File: config.mk
export PLATFORM = sky130hd
export DESIGN_NAME = blink_rate_ctrl
export DESIGN_NICKNAME = d
export VERILOG_FILES = /design/src/rtl/blink_pkg.sv /design/src/rtl/key_debounce.sv /design/src/rtl/blink_rate_ctrl.sv
export SDC_FILE = /design/constraint.sdc
export NUM_CORES = 1
export LEC_CHECK = 0
export ABC_AREA = 1
export CORE_MARGIN = 3
export CORE_UTILIZATION = 55
export DETAILED_ROUTE_END_ITERATION = 7
export GPL_TIMING_DRIVEN = 1
export PLACE_DENSITY = 0.72
export SLEW_MARGIN = 20
export SYNTH_ARGS = -nofsm -noshare
export SYNTH_HDL_FRONTEND = slang
export SYNTH_SLANG_ARGS = --single-unit
File: constraint.sdc
create_clock -name CLOCK_50 -period 6.9 [get_ports CLOCK_50]
set_input_delay 1.725 -clock CLOCK_50 [delete_from_list [all_inputs] [get_ports CLOCK_50]]
set_output_delay 1.725 -clock CLOCK_50 [all_outputs]
set_load 0.005 [all_outputs]
File: src/rtl/blink_pkg.sv
// rtl/blink_pkg.sv - shared constants and period helper for the blink timebase
package blink_pkg;

  localparam int LEVEL_W = 3;
  localparam logic [LEVEL_W-1:0] MAX_LEVEL = 3'd7;

  localparam int BTN_UP    = 0;
  localparam int BTN_DN    = 1;
  localparam int BTN_PAUSE = 2;

  // Each level halves the period.
  function automatic logic [31:0] period_for(input logic [31:0] base,
                                             input logic [LEVEL_W-1:0] eff);
    return base >> eff;
  endfunction

endpackage

File: src/rtl/key_debounce.sv
// rtl/key_debounce.sv - synchroniser, debounce and press strobe for one active-low key
module key_debounce #(
  parameter int DEBOUNCE_CYCLES = 1_000_000
) (
  input  logic clk,
  input  logic rst_n,
  input  logic key_raw,
  output logic pulse
);

  localparam int CW = (DEBOUNCE_CYCLES > 2) ? $clog2(DEBOUNCE_CYCLES) : 1;
  localparam logic [CW-1:0] LAST = CW'(DEBOUNCE_CYCLES - 1);

  logic          sync1;
  logic          sync2;
  logic          stable;
  logic          stable_d;
  logic [CW-1:0] cnt_db;

  always_ff @(posedge clk) begin
    if (!rst_n) begin
      sync1    <= 1'b1;
      sync2    <= 1'b1;
      stable   <= 1'b1;
      stable_d <= 1'b1;
      cnt_db   <= '0;
      pulse    <= 1'b0;
    end else begin
      sync1    <= key_raw;
      sync2    <= sync1;
      stable_d <= stable;
      // Strobe only on press (stable falling), never on release.
      pulse    <= stable_d & ~stable;
      if (sync2 == stable) begin
        cnt_db <= '0;
      end else if (cnt_db == LAST) begin
        stable <= sync2;
        cnt_db <= '0;
      end else begin
        cnt_db <= cnt_db + 1'b1;
      end
    end
  end

endmodule

File: src/rtl/blink_rate_ctrl.sv
// rtl/blink_rate_ctrl.sv - button-driven speed/pause control and blink timebase
module blink_rate_ctrl
  import blink_pkg::*;
#(
  parameter int CLK_HZ          = 50_000_000,
  parameter int BASE_PERIOD     = 100_000_000,
  parameter int DEBOUNCE_CYCLES = 1_000_000
) (
  input  logic               CLOCK_50,
  input  logic               RESET_N,
  input  logic [3:1]         KEY,
  input  logic               SW0,
  output logic               tick,
  output logic               phase_a,
  output logic               phase_b,
  output logic [LEVEL_W-1:0] level,
  output logic               paused,
  output logic [2:0]         btn_pulse
);

  // CLK_HZ documents the clock the base period was chosen for.
  localparam logic [31:0] BASE = (CLK_HZ > 0) ? 32'(BASE_PERIOD) : 32'(BASE_PERIOD);

  logic               sw_s1;
  logic               sw_s2;
  logic [LEVEL_W-1:0] eff;
  logic [31:0]        period;
  logic [31:0]        terminal;
  logic [31:0]        half_term;
  logic [31:0]        cnt;

  for (genvar i = 0; i < 3; i++) begin : g_key
    key_debounce #(
      .DEBOUNCE_CYCLES(DEBOUNCE_CYCLES)
    ) u_db (
      .clk    (CLOCK_50),
      .rst_n  (RESET_N),
      .key_raw(KEY[i+1]),
      .pulse  (btn_pulse[i])
    );
  end

  always_ff @(posedge CLOCK_50) begin
    if (!RESET_N) begin
      sw_s1 <= 1'b0;
      sw_s2 <= 1'b0;
    end else begin
      sw_s1 <= SW0;
      sw_s2 <= sw_s1;
    end
  end

  always_ff @(posedge CLOCK_50) begin
    if (!RESET_N) begin
      level  <= '0;
      paused <= 1'b0;
    end else begin
      // Simultaneous up and down presses cancel.
      if (btn_pulse[BTN_UP] && !btn_pulse[BTN_DN] && level != MAX_LEVEL) begin
        level <= level + 1'b1;
      end else if (btn_pulse[BTN_DN] && !btn_pulse[BTN_UP] && level != '0) begin
        level <= level - 1'b1;
      end
      if (btn_pulse[BTN_PAUSE]) begin
        paused <= ~paused;
      end
    end
  end

  always_comb begin
    eff       = sw_s2 ? MAX_LEVEL : level;
    period    = period_for(BASE, eff);
    terminal  = period - 32'd1;
    half_term = (period >> 1) - 32'd1;
  end

  // The >= compare wraps at once when a faster rate leaves cnt past the new end.
  always_ff @(posedge CLOCK_50) begin
    if (!RESET_N) begin
      cnt     <= '0;
      tick    <= 1'b0;
      phase_a <= 1'b0;
      phase_b <= 1'b0;
    end else if (paused) begin
      tick <= 1'b0;
    end else begin
      if (cnt >= terminal) begin
        cnt     <= '0;
        tick    <= 1'b1;
        phase_a <= ~phase_a;
      end else begin
        cnt  <= cnt + 32'd1;
        tick <= 1'b0;
      end
      if (cnt == half_term) begin
        phase_b <= ~phase_b;
      end
    end
  end

endmodule
==> impl_metrics.ini <==
[global_route]
overflow = 0
grt_pass1_vias = 5341
grt_pass1_wl_mm = 24.2
antenna_found_initial = 0
grt.total_usage_pct = 22.8
grt_max_degree = 29

[synthesis]
synth_simple_gate_area_share_pct = 36.4
synth-edff-count = 0
synth-xor-area-share_pct = 5.29
synth_top_area_share_pct = 35.9
avgSynthCellArea_um2 = 6.98
postSynthCellCount = 926
synthTopCellsByCount = nand2_1 (210), nor2_1 (125), inv_1 (120), dfxtp_1 (116), nand3_1 (54)
synth_top_area_cell = dfxtp_1
synth_most_common_cell = nand2_1
synthArstFlopShare_pct = 0
synth.net_count = 965
synth_flop_cell = dfxtp_1
netlist_area_um2 = 6460
yosys_warnings = 0
yosysSeqAreaShare_pct = 35.9
synth_top_family_by_area = simple AND/OR/NAND/NOR gates
synth_seq_cells = 116
synth_cell_types = 45
muxShareOfSynthArea_pct = 0.155
netlist_top_cells_area = dfxtp_1 (36%), nand2_1 (12%), nor2_1 (7.3%)
synth_compound_area_share_pct = 6.57
synth_adder_area_share_pct = 6.51

[timing]
holdWs_ps = 406
drv_slew = 0
worstMarginPinSlew_ps = 782
tns_ps = 0
finalCritPeriodShare_pct = 52.1
setup_viol = 0
min_period_ps = 3600
rsz0062_at_grt = false
hold_viol_final = 0
timing.final.ws_setup_ps = 3300
skew_ps = 6.45
max_slew_margin_pct = 47.8
fmax_mhz = 278

[placed_design]
dp_cells = 1062
dpl.hpwl_mm = 10.2
pre_cts_ws_ps = 3090
portBuffers = 15
place.gp.congestion = 0.913
placed_area_um2 = 6680

[clock_network]
ctsHoldBuffers = 0
clk_latency_ps = 410
postCtsSetupBuffers = 0
clk_path_buf_depth = 2
cts_tree = built
clockRootBuffer = clkbuf_16
htree_num_levels = 4
cts-resized-gates = 0
cts_buffers = 17
path_clk_slew_ps = 50
cts_sinks = 116

[critical_path]
crit_path_max_incr_delay_ps = 820
end_kind = output pin
cp_slowest_cell = dfxtp_1
crit_fanout = 18
startpoint_type = register
crit_arrival_ps = 1870
critPathBufInv = 1
path_delay_family = flip-flops
path_cells = clkdlybuf4s50_1
crit_required_ps = 5180
critPathKind = register to output pin

[final_layout]
final_area_um2 = 7250
area_delta_synth_final_pct = 12.3
final_util_pct = 64.9
nets = 980
instances_no_fill = 1094
n_antenna_cell = 0
fillCellCount = 1012
drive_gt1_share_pct = 7.76

[route]
vias = 5693
drc = 0
drt-pass1-iter-count = 6
route.detailed.wl_per_inst_um = 12.5
routed_wl_mm = 13.7
drtIter0Drc = 418
viasPerCell = 5.20
drtAntennaViolNets = 0

[pwr]
peakVddDrop_uv = 164
p_clk_share_pct = 53.6
power.switching_uw = 329
swShare_pct = 21.1
power_leakage_nw = 3.02
power_mw = 1.56
powerDensity_nw_per_um2 = 215
pwr-share-comb_pct = 2.9
seqPwrFrac_pct = 43.5
p_int_mw = 1.23

[run]
drv_cap = 0

[floorplan]
coreArea_um2 = 11200
dieArea_um2 = 13100
dieWidth_um = 114
rows = 38
ios = 16
start_util_pct = 57.8
dieHeight_um = 114

[status]
status = completed

[min_path]
hold_class = register to register
==> cell type report <==
class                      instances  area, µm²  area share (%)
clock buffer                      25        505            6.97
sequential                       116       2320            32.0
multi-input combinational        664       3550            48.9
timing repair buffer              16        158            2.17
tap                              140        175            2.42
clock inverter                     7       71.3           0.983
inverter                         126        473            6.52
==> logic make-up (layout without fill, tap and decap cells) <==
group | Yosys count | count (layout)
buf+inv | 146 | 174
flops | 116 | 116
mux | 1 | 1
other cells | 1 | 1
compound gates | 77 | 77
simple gates | 513 | 513
fa+ha+maj | 33 | 33
xor+xnor | 39 | 39
==> flip-flops by register name, indices dropped and copies added, names as in the netlist <==
register             flops
g_key.u_db.cnt_db       60
cnt                     32
g_key.u_db.pulse         3
g_key.u_db.stable        3
g_key.u_db.stable_d      3
g_key.u_db.sync1         3
g_key.u_db.sync2         3
level                    3
paused                   1
phase_a                  1
phase_b                  1
sw_s1                    1
sw_s2                    1
tick                     1
==> cell usage in the layout (no fill, tap or decap), types with 4 or more instances in the layout <==
cell               n
nand2_1          210
clkbuf_16         17
nand3_1           54
nor2_4             4
nor2_1           125
clkbuf_8           5
o211ai_1           4
a21oi_1           43
nor3_1            38
nor2_2             8
dfxtp_1          116
xor2_1            30
or2_2             10
xnor2_1            9
ha_1              32
nand3_2            4
o21ai_0           17
nor4_1             7
nand3b_1           4
inv_2              5
o21a_1             4
nand4_1           25
nand2_2            6
nor3b_1            9
clkdlybuf4s50_1   15
inv_1            120
==> worst paths after layout <==
kind,start,to,slack [ps],cells past startpoint
worst min-delay path,g_key[2].u_db.stable_d$_SDFF_PN1_,g_key[2].u_db.pulse$_SDFF_PN0_,410,2
worst min register to register,g_key[2].u_db.stable_d$_SDFF_PN1_,g_key[2].u_db.pulse$_SDFF_PN0_,410,2
worst max-delay path,level[0]$_SDFFE_PN0P_,level[0],3300,1
worst max register to register,level[0]$_SDFFE_PN0P_,cnt[0]$_SDFFE_PN0N_,3310,18
==> layer usage <==
| layer | GRT usage (%) | up-vias | part of all wire [%] | wire [µm] |
|---|---|---|---|---|
| met4 | 9.82 | 0 | 2.3 | 310 |
| met3 | 5.39 | 25 | 4.6 | 626 |
| met2 | 36.1 | 130 | 46 | 6360 |
| met1 | 29.7 | 2521 | 47 | 6420 |
| li1 | - | 3017 | - | - |
| met5 | 0 | - | 0 | 0 |
==> worst register-to-register path: stages, from the launching register on <==
cell and delay [ps]:
dfxtp_1 820, nand3_2 230, nand2_1 200, inv_2 80, ha_1 250, nand4_1 130
nand2_1 100, ha_1 310, a21oi_1 140, nand3_1 100, nand2_1 70, nand3_1 70
nand2_1 60, nand2_1 60, nand2_1 90, nand2_1 80, nand2_1 120, nand2_2 340
a21oi_1 250
==> power groups by stage <==
stage	sequential (mW)	clock (mW)	combinational [mW]
2_1_floorplan	0.692	0	0.0347
3_3_place_gp	0.693	0	0.0450
3_5_place_dp	0.693	0	0.0455
4_1_cts	0.679	0.855	0.0458
5_1_grt	0.679	0.887	0.0532
6_report	0.679	0.837	0.0456
Note: power is estimated with default switching activity, not from simulation.
